`config.mk`:
```
export PLATFORM = sky130hd
export DESIGN_NAME = tl_rr_scheduler
export DESIGN_NICKNAME = d
export VERILOG_FILES = /design/src/rtl/tl_rr_scheduler.sv
export SDC_FILE = /design/constraint.sdc
export NUM_CORES = 1
export LEC_CHECK = 0
export ABC_AREA = 1
export CAP_MARGIN = 20
export CORE_MARGIN = 2
export CORE_UTILIZATION = 52
export CTS_BUF_LIST = sky130_fd_sc_hd__clkbuf_4 sky130_fd_sc_hd__clkbuf_8
export DETAILED_ROUTE_END_ITERATION = 16
export PLACE_DENSITY = 0.91
export SYNTH_ARGS = -nofsm -noshare
export SYNTH_HDL_FRONTEND = slang
export SYNTH_SLANG_ARGS = --single-unit
```
`constraint.sdc`:
```
create_clock -name clk -period 1.73 [get_ports clk]
set_input_delay 0.2595 -clock clk [delete_from_list [all_inputs] [get_ports clk]]
set_output_delay 0.2595 -clock clk [all_outputs]
set_load 0.01 [all_outputs]
```
`src/rtl/tl_rr_scheduler.sv`:
```
// Bounded-burst round-robin scheduler draining four input VC FIFOs into matching output FIFOs.
// Define TL_SCHED_STRICT_PRIO_EN to pick the lowest-index eligible input at each burst boundary.
module tl_rr_scheduler #(
  parameter int MAX_BURST = 4
) (
  input  logic       clk,
  input  logic       reset,
  input  logic       active,
  input  logic [3:0] empty_in,
  input  logic [3:0] alm_full_out,
  output logic [3:0] pop,
  output logic       push,
  output logic [1:0] route_sel,
  output logic [1:0] grant_idx,
  output logic       busy,
  output logic       all_idle
);

  localparam logic [0:0] ST_IDLE  = 1'b0;
  localparam logic [0:0] ST_BURST = 1'b1;
  localparam logic [3:0] BURST_LAST = 4'(MAX_BURST - 1);

  logic [0:0] state_reg, state_next;
  logic [1:0] rr_ptr_reg, rr_ptr_next;
  logic [1:0] grant_reg, grant_next;
  logic [3:0] burst_cnt_reg, burst_cnt_next;
  logic       push_reg;
  logic [1:0] route_sel_reg;

  logic [3:0] eligible;
  logic [1:0] search_base;
  logic [1:0] sel_idx;
  logic       grant_ok;
  logic       pop_fire;
  logic       burst_exit;

  assign eligible = ~empty_in & ~alm_full_out;

`ifdef TL_SCHED_STRICT_PRIO_EN
  assign search_base = 2'd0;
`else
  assign search_base = rr_ptr_reg;
`endif

  // Walk offsets from farthest to nearest so the nearest eligible input wins.
  always_comb begin
    sel_idx = search_base;
    for (int k = 3; k >= 0; k--) begin
      if (eligible[search_base + 2'(k)]) sel_idx = search_base + 2'(k);
    end
  end

  assign grant_ok = eligible[grant_reg] & active & ~reset;

  generate
    for (genvar gi = 0; gi < 4; gi++) begin : g_pop
      assign pop[gi] = (state_reg == ST_BURST) && (grant_reg == 2'(gi)) && grant_ok;
    end
  endgenerate

  assign pop_fire   = |pop;
  assign burst_exit = (pop_fire && (burst_cnt_reg == BURST_LAST)) ||
                      !eligible[grant_reg] || !active;

  always_comb begin
    state_next     = state_reg;
    rr_ptr_next    = rr_ptr_reg;
    grant_next     = grant_reg;
    burst_cnt_next = burst_cnt_reg;
    case (state_reg)
      ST_IDLE: begin
        if (active && |eligible) begin
          state_next     = ST_BURST;
          grant_next     = sel_idx;
          burst_cnt_next = 4'd0;
        end
      end
      default: begin
        if (burst_exit) begin
          state_next     = ST_IDLE;
          rr_ptr_next    = grant_reg + 2'd1;
          burst_cnt_next = 4'd0;
        end else if (pop_fire) begin
          burst_cnt_next = burst_cnt_reg + 4'd1;
        end
      end
    endcase
  end

  // Push trails pop by one cycle to match the input FIFO read latency.
  always_ff @(posedge clk) begin
    if (reset) begin
      state_reg     <= ST_IDLE;
      rr_ptr_reg    <= 2'd0;
      grant_reg     <= 2'd0;
      burst_cnt_reg <= 4'd0;
      push_reg      <= 1'b0;
      route_sel_reg <= 2'd0;
    end else begin
      state_reg     <= state_next;
      rr_ptr_reg    <= rr_ptr_next;
      grant_reg     <= grant_next;
      burst_cnt_reg <= burst_cnt_next;
      push_reg      <= pop_fire;
      route_sel_reg <= grant_reg;
    end
  end

  assign push      = push_reg;
  assign route_sel = route_sel_reg;
  assign grant_idx = grant_reg;
  assign busy      = (state_reg == ST_BURST);
  assign all_idle  = &empty_in & ~push_reg;

endmodule

```
Yosys cells after proc, flatten, opt, wreduce, memory -nomap -nowiden:

Cells that the tools add are included.

* bits in registers: 12
* input port bits: 11
* output and inout port bits: 11
* logic and storage cells: 73

* add/sub/neg operators: 5
* $lt $le $gt $ge: 5
* eq/ne operators: 5
* multiplexer cells: 21
* bitwise logic cells: 9
* reduce and logical (&&, ||, !) cells: 22

Operator list (number)
* $mux W4: 4
* $lt A2 B3 Y1 const B: 5
* $bmux W1 S2: 5
* $logic_and A1 B1 Y1: 10
* $mux W1: 8
* $mux W2: 4
* $not A4 Y4: 2
* $reduce_or A4 Y1: 2
* $reduce_and A2 Y1: 3
* $add A2 B1 Y2 const B: 2
* $add A2 B2 Y2 const B: 2
* $add A4 B1 Y4 const B: 1
* $and A4 B4 Y4: 1
* $eq A2 B2 Y1 const B: 2
* $eq A4 B2 Y1 const B: 1
* $reduce_and A4 Y1: 1
* $and A1 B1 Y1: 3
* $ne A3 B1 Y1 const B: 1
* $not A1 Y1: 3
* $eq A2 B1 Y1 const B: 1
* $logic_not A1 Y1: 2
* $logic_not A2 Y1: 1
* $logic_or A1 B1 Y1: 2
* $reduce_bool A2 Y1: 1

Depth between registers and ports, before layout:

Gate-level depths: netlist of run 1.

* word-level depth: 13
* mapped depth: 14
* gate-level depth less buffers: 14

Worst setup path after synthesis of run 1:

OpenSTA, ideal clock, no wires.

* path kind: reg-to-reg
* from: register grant_reg[0] (netlist: grant_idx[0])
* to: register burst_cnt_reg[0]
* setup time: 0.114 ns
* arrival time: 1.518 ns
* data required time: 1.616 ns
* setup slack: 0.099 ns
* cell stages (with the launch flop): 11
* path buffers: 0
* clock period less this slack: 1.631 ns
* cell sequence: dfxtp_1 > inv_2 > ha_1 > nand2_1 > inv_2 > o2111ai_4 > nand3_1 > nand2_1 > nand2_2 > a21oi_1 > nor2_1

* cells in the longest elaborated chain, start to end: 11
* elaborated cells between the ends (all ways): 25
* those cells by class: eq/ne (4); mux (4); bitwise (2); reduce/logical (15)

RTL lines
* start: declaration: line 25 `logic [1:0] grant_reg, grant_next;`
* start signal: assignment: line 102 `grant_reg <= grant_next;`
* $bmux W1 S2: line 53, 63
* $mux W1 (implied by the code): line 53, 63
* $and A1 B1 Y1 (2 in series): line 53 `assign grant_ok = eligible[grant_reg] & active & ~reset;`
* $logic_and A1 B1 Y1: line 57 `assign pop[gi] = (state_reg == ST_BURST) && (grant_reg == 2'(gi)) && grant_ok;`
* $reduce_or A4 Y1: line 61 `assign pop_fire = |pop;`
* $logic_and A1 B1 Y1: line 62 `assign burst_exit = (pop_fire && (burst_cnt_reg == BURST_LAST)) ||`
* $logic_or A1 B1 Y1: line 62
* $logic_or A1 B1 Y1: line 63 `!eligible[grant_reg] || !active;`
* $ne A3 B1 Y1 (no line) or $mux W4 (tied branches)
* $reduce_and A2 Y1 (no line) or $mux W4 (tied branches)
* end signal: assignment: line 103 `burst_cnt_reg <= burst_cnt_next;`
* end: declaration: line 26 `logic [3:0] burst_cnt_reg, burst_cnt_next;`

Parallel ways exist; a longest one is shown, timed or not. The select of a mux whose other input is x is not followed.
A chain may end at the register's enable or synchronous reset.

Worst setup path after layout of run 1:

* from: register grant_reg[0] (netlist: grant_idx[0])
* to: output port pop[0]

* cells in the longest elaborated chain, start to end: 5
* elaborated cells between the ends (all ways): 7
* those cells by class: mux (2); bitwise (2); reduce/logical (3)

RTL lines
* $bmux W1 S2: line 53
* $mux W1 (implied by the code): line 53
* $and A1 B1 Y1 (2 in series): line 53
* $logic_and A1 B1 Y1 *: line 57
* end: declaration: line 11 `output logic [3:0] pop,`

Mark *: on every way between the ends. The rest lies on a longest branch, timed or not. The select of a mux whose other input is x is not followed.

==> impl_metrics.toml, run 1 <==
[cells_and_area]
largest_register_ffs = 4
fill_cells = 102
area_growth_pct = 49.4
drive_above_1_share = 0.400
final_common_cell = "nand2_1"
final_cell_mix = "27 x nand2_1, 25 x nor2_1, 24 x buf_4, 14 x inv_1"
instances_no_fill = 225
antenna_cells = 0
layout.nets = 218

[sta]
setup-tns-final_ns = -0.577
maxSlewHeadroom = 0.797
finalCriticalPeriod_ns = 1.87
fin_crit_sh = 1.08
whs_ns = 0.566
timing.final.ws_setup_ns = -0.144
slew_violations = 0
tightest_slew_ns = 0.305
fmax_mhz = 534
clock_skew_ns = 0.0197
rsz0062_at_grt = "yes"
hold_viol_final = 0
setup_viol = 10

[placed_design]
io_buffers = 21
hpwl_mm = 2.13
place_inst = 218
place.gp.congestion = 0.857

[die]
start_util = 0.565
dieArea_um2 = 2300
ios = 22
core_um2 = 1780
die_x_um = 48.0
num_rows = 15
die_y_um = 48.0

[synthesis]
syn-cell-area_um2 = 1010
yosysSeqAreaShare = 0.239
synth_cell_types = 23
ys_seq_elements = 12
yosysWarnings = 0
synth_fp_nets = 170
syn_inst = 154
syn_avg_cell_area_um2 = 6.54

[setup_path]
critPathMaxFanout = 4
cp-end-kind = "output port"
crit_family = "simple AND/OR/NAND/NOR gates"
crit_arrival_ns = 1.61
setup.worst_path.class = "reg -> out"
worstPathCellList = "inv_2 > nand2_2 > nand3_2 > nand2_4 > nand2_2 > nor2_1 > inv_1 > nor2_1 > buf_2"
cp.required_ns = 1.47
start_kind = "register"
cp_slowest_cell = "dfxtp_2"
slowest_delay_ns = 0.39
crit_buf_inv = 3

[detailed_routing]
routed_wl_mm = 3.96
ant_nets = 0
via_count = 1305
drcViolationCount = 0
detail_route.vias_per_cell = 5.80
drt_pass1_iterations = 7
drt-wirelength-per-cell_um = 17.6
drt_iter0_drc = 87

[clock_network]
cts_buffer_depth = 2
cts_tree = "built"
cts-root-buf = "clkbuf_4"
clk_pin_slew_ns = 0.09
htreeDepth = 1
worstSkewPairLatency_ns = 0.30
numCtsBuffers = 3
cts_sinks = 12

[status]
violations = "negative setup slack"
status = "finished with violations"

[global_routing]
grt_pass1_vias = 992
antenna_found_initial = 0
grt_usage = 0.248
grt_pass1_wl_mm = 3.93
grt-ovfl-total = 0
grt_max_degree = 11

[power_and_ir_drop]
p_leak_nw = 0.768
total_power_w = 0.000841
peakVddDrop_mv = 0.382
p_per_area_nw_per_um2 = 559

[hold_path]
min_path_type = "reg -> reg"

[flow_run]
cap_violations = 0
==> cells in the mapped netlist <==
library cell	count	area [um^2]
o2111ai_4	2	52.6
nand2_2	2	12.5
nand4_1	6	37.5
o21ai_2	3	26.3
ha_1	5	62.6
inv_2	8	30.0
nor2_1	27	101
clkbuf_1	1	3.75
nand2_1	37	139
o21ai_1	6	30.0
xor2_1	2	17.5
nand3_2	2	20.0
buf_4	2	15.0
clkinv_4	1	8.76
dfxtp_1	12	240
clkinv_1	1	3.75
nand2_4	4	45.0
a21oi_1	7	35.0
xnor2_2	1	16.3
mux2i_1	1	10.0
or2_1	1	6.26
nand3_1	6	30.0
inv_1	17	63.8
==> power breakdown <==
| part | internal, W | total [W] | switching [W] |
|---|---|---|---|
| combinational | 0.000155 | 0.000346 | 0.000191 |
| clock | 0.0000812 | 0.000185 | 0.000104 |
| sequential | 0.000289 | 0.000310 | 0.0000206 |
==> routing by layer <==
metal | routed length, um | up-vias | global-route usage | part of all wire
met3 | 387 | 32 | 0.0679 | 0.098
met1 | 1420 | 585 | 0.273 | 0.36
met4 | 190 | 0 | 0.0757 | 0.048
li1 | - | 577 | - | -
met2 | 1970 | 111 | 0.456 | 0.50
met5 | 0 | - | 0 | 0
==> worst register-to-register path, stage by stage (launching register included) <==
cell and delay, ns:
dfxtp_2 0.39, inv_2 0.08, buf_6 0.14, ha_4 0.15, nand2_2 0.07, inv_2 0.05, o2111ai_4 0.23, nand2_4 0.09
nand2_4 0.10, nand4_1 0.11, nor2_1 0.19, nor2_1 0.06, nor2_1 0.08
==> per-stage QoR <==
| stage | setup slack (ns) | area [um^2] | utilization |
|---|---|---|---|
| 2_1_floorplan | 0.0987 | 1010 | - |
| 3_3_place_gp | -0.379 | 1390 | 0.778 |
| 3_5_place_dp | -0.462 | 1390 | 0.778 |
| 4_1_cts | -0.0181 | 1390 | 0.779 |
| 5_1_grt | -0.195 | 1510 | 0.844 |
| 6_report | -0.144 | 1510 | 0.844 |
==> final timing paths <==
path                                     from          endpoint  slack (ns)  cells past startpoint
worst max-delay path             grant_idx[0]            pop[0]       -0.14                      9
worst max register to register   grant_idx[0]  burst_cnt_reg[1]       -0.09                     12
worst min-delay path            rr_ptr_reg[1]     rr_ptr_reg[1]        0.57                      2
worst min register to register  rr_ptr_reg[1]     rr_ptr_reg[1]        0.57                      2
==> final cells by class <==
type	instances	area [um^2]	share of cell area
Multi-Input combinational cell	112	712	0.473
Timing Repair Buffer	46	389	0.259
Sequential cell	12	244	0.162
Inverter	27	106	0.0707
Tap cell	25	31.3	0.0208
Clock buffer	3	22.5	0.0150
==> repair_timing <==
item	CTS	global route
buffers inserted	0	4
hold buffers	0	0
pin swaps	2	20
gates resized for setup	22	31
endpoints found under the setup margin	10	12
==> kinds of logic after synthesis <==
| logic type | share of synthesized area |
|---|---|
| AND/OR/NAND/NOR | 0.389 |
| buffers and inverters | 0.124 |
| AO/OA/AOI/OAI | 0.143 |
| flip-flops | 0.239 |
| adder cells (fa/ha/maj) | 0.0621 |
| XOR/XNOR | 0.0335 |
| multiplexers | 0.00994 |
Note: power is estimated with default switching activity, not from simulation.
==> inputs of run 2 (changes only) <==
Settings changed: CORE_MARGIN 2 to default, GPL_ROUTABILITY_DRIVEN from default to 0.
==> impl_metrics.toml, run 2 (synthesis results as in run 1) <==
[power_and_ir_drop]
p_per_area_nw_per_um2 = 547
peakVddDrop_mv = 0.421
total_power_w = 0.000823
p_leak_nw = 0.721

[setup_path]
crit_arrival_ns = 1.98
start_kind = "register"
slowest_delay_ns = 0.38
path_depth = 11
setup.worst_path.class = "reg -> reg"
cp_slowest_cell = "dfxtp_4"
crit_path_frequent_cell = "nor2_1"
crit_family = "simple AND/OR/NAND/NOR gates"
rr_worst_depth = 11
worstPathCellList = "buf_4 > ha_2 > nand2_1 > inv_2 > o2111ai_4 > nand2_4 > nand2_4 > nand4_1 > nor2_1 > nor2_1 > nor2_1"
cp-end-kind = "register"
crit_buf_inv = 2
ff2ff_setup_slack_ns = -0.03
cp.required_ns = 1.94
critPathMaxFanout = 4

[global_routing]
grt_usage = 0.293
antenna_found_initial = 0
grt_max_degree = 11
grt_pass1_vias = 1095
grt-ovfl-total = 0
grt_pass1_wl_mm = 4.42

[die]
die_x_um = 46.0
ios = 22
core_um2 = 1760
num_rows = 15
dieArea_um2 = 2120
start_util = 0.571
die_y_um = 46.0

[detailed_routing]
drcViolationCount = 0
wl_met1_mm = 1.30
highest_layer = "met4"
detail_route.vias_per_cell = 5.59
drt_pass1_iterations = 4
via_count = 1236
met2_length_mm = 1.88
wl_met3_um = 246
routed_wl_mm = 3.61
drt-wirelength-per-cell_um = 16.4
ant_nets = 0
drt_iter0_drc = 69

[clock_network]
clk_pin_slew_ns = 0.09
numCtsBuffers = 3
cts_sinks = 12
postCtsHoldBufs = 0
cts_buffer_depth = 2
worstSkewPairLatency_ns = 0.29
cts_tree = "built"
htreeDepth = 1
cts-root-buf = "clkbuf_4"

[sta]
tightest_slew_ns = 0.327
rsz0062_at_grt = "yes"
setup_viol = 2
hold_viol_final = 0
slew_violations = 0
timing.final.ws_setup_ns = -0.0350
fin_crit_sh = 1.02
finalCriticalPeriod_ns = 1.76
clock_skew_ns = 0.0203
maxSlewHeadroom = 0.781
fmax_mhz = 567

[placed_design]
hpwl_mm = 2.20
place_inst = 215
io_buffers = 21
pre_cts_slack_ns = -0.481

[status]
violations = "negative setup slack"
status = "finished with violations"

[cells_and_area]
multi_input_area_um2 = 742
largest_register_ffs = 4
final_cell_mix = "30 x nand2_1, 21 x nor2_1, 19 x buf_4, 13 x inv_1, 11 x inv_2"
layout.nets = 214
final_common_cell = "nand2_1"
drive_above_1_share = 0.403
seq_area_um2 = 246
fill_cells = 93
instances_no_fill = 221
area_growth_pct = 49.4
antenna_cells = 0

[flow_run]
cap_violations = 0

[hold_path]
min_path_type = "reg -> reg"
hold_depth = 2
run 2: changes by cell type in the layout (fill, tap and decap cells not counted), moves of 2 or more:
cell,change
nand2_2,-6
nand2_4,+3
dlygate4sd2_1,+5
nand2_1,+3
nor2_4,+2
buf_4,-5
nor2_2,+2
dlymetal6s2s_1,-5
nor2_1,-4
run 2: final timing paths:
check,startpoint,end
worst min register to register,burst_cnt_reg[0],burst_cnt_reg[0]
worst max-delay path,grant_idx[0],burst_cnt_reg[3]
worst min-delay path,burst_cnt_reg[0],burst_cnt_reg[0]
worst max register to register,grant_idx[0],burst_cnt_reg[3]
run 2: worst min-delay path: cells and delay by family (launching register included):
family / cells / cell delay [ns]
flops: 1 / 0.35
compound gates: 1 / 0.11
simple gates: 1 / 0.06
run 2: what timing repair did:
action / 4_1_cts / 5_1_grt
pin swaps: 14 / 16
setup endpoints to repair: 12 / 12
buffers inserted: 1 / 2
gates resized for setup: 35 / 28
run 2: through the flow:
stage	util	TNS (ns)	instance area, um^2	hold slack (ns)
final	0.853	-0.0462	1510	0.555
after global placement	0.781	-2.58	1380	0.514
after floorplan	-	0	1010	0.467
after global routing	0.853	-0.413	1510	0.561
after CTS	0.791	0	1400	0.555
after detailed placement	0.781	-3.88	1380	0.545
run 2: area by class of cell:
class | instances | area share
Timing Repair Buffer | 42 | 0.234
Clock buffer | 3 | 0.0150
Tap cell | 25 | 0.0208
Sequential cell | 12 | 0.164
Inverter | 27 | 0.0732
Multi-Input combinational cell | 112 | 0.493
run 2: where the power goes:
part	internal [W]	total (W)	switching, W
clock	0.0000808	0.000178	0.0000977
sequential	0.000289	0.000309	0.0000199
combinational	0.000145	0.000336	0.000191
total	0.000515	0.000823	0.000308
run 2: routing by layer:
| metal | track usage | vias to the layer above |
|---|---|---|
| met4 | 0.0706 | 0 |
| met3 | 0.0556 | 23 |
| li1 | - | 567 |
| met5 | 0 | - |
| met1 | 0.292 | 569 |
| met2 | 0.597 | 77 |
==> inputs of run 3 (changes only) <==
Settings changed: ABC_CLOCK_PERIOD_IN_PS from default to 1730.
==> results of run 3 <==
No change in the layout: final DEF, timing and power equal those of run 2.
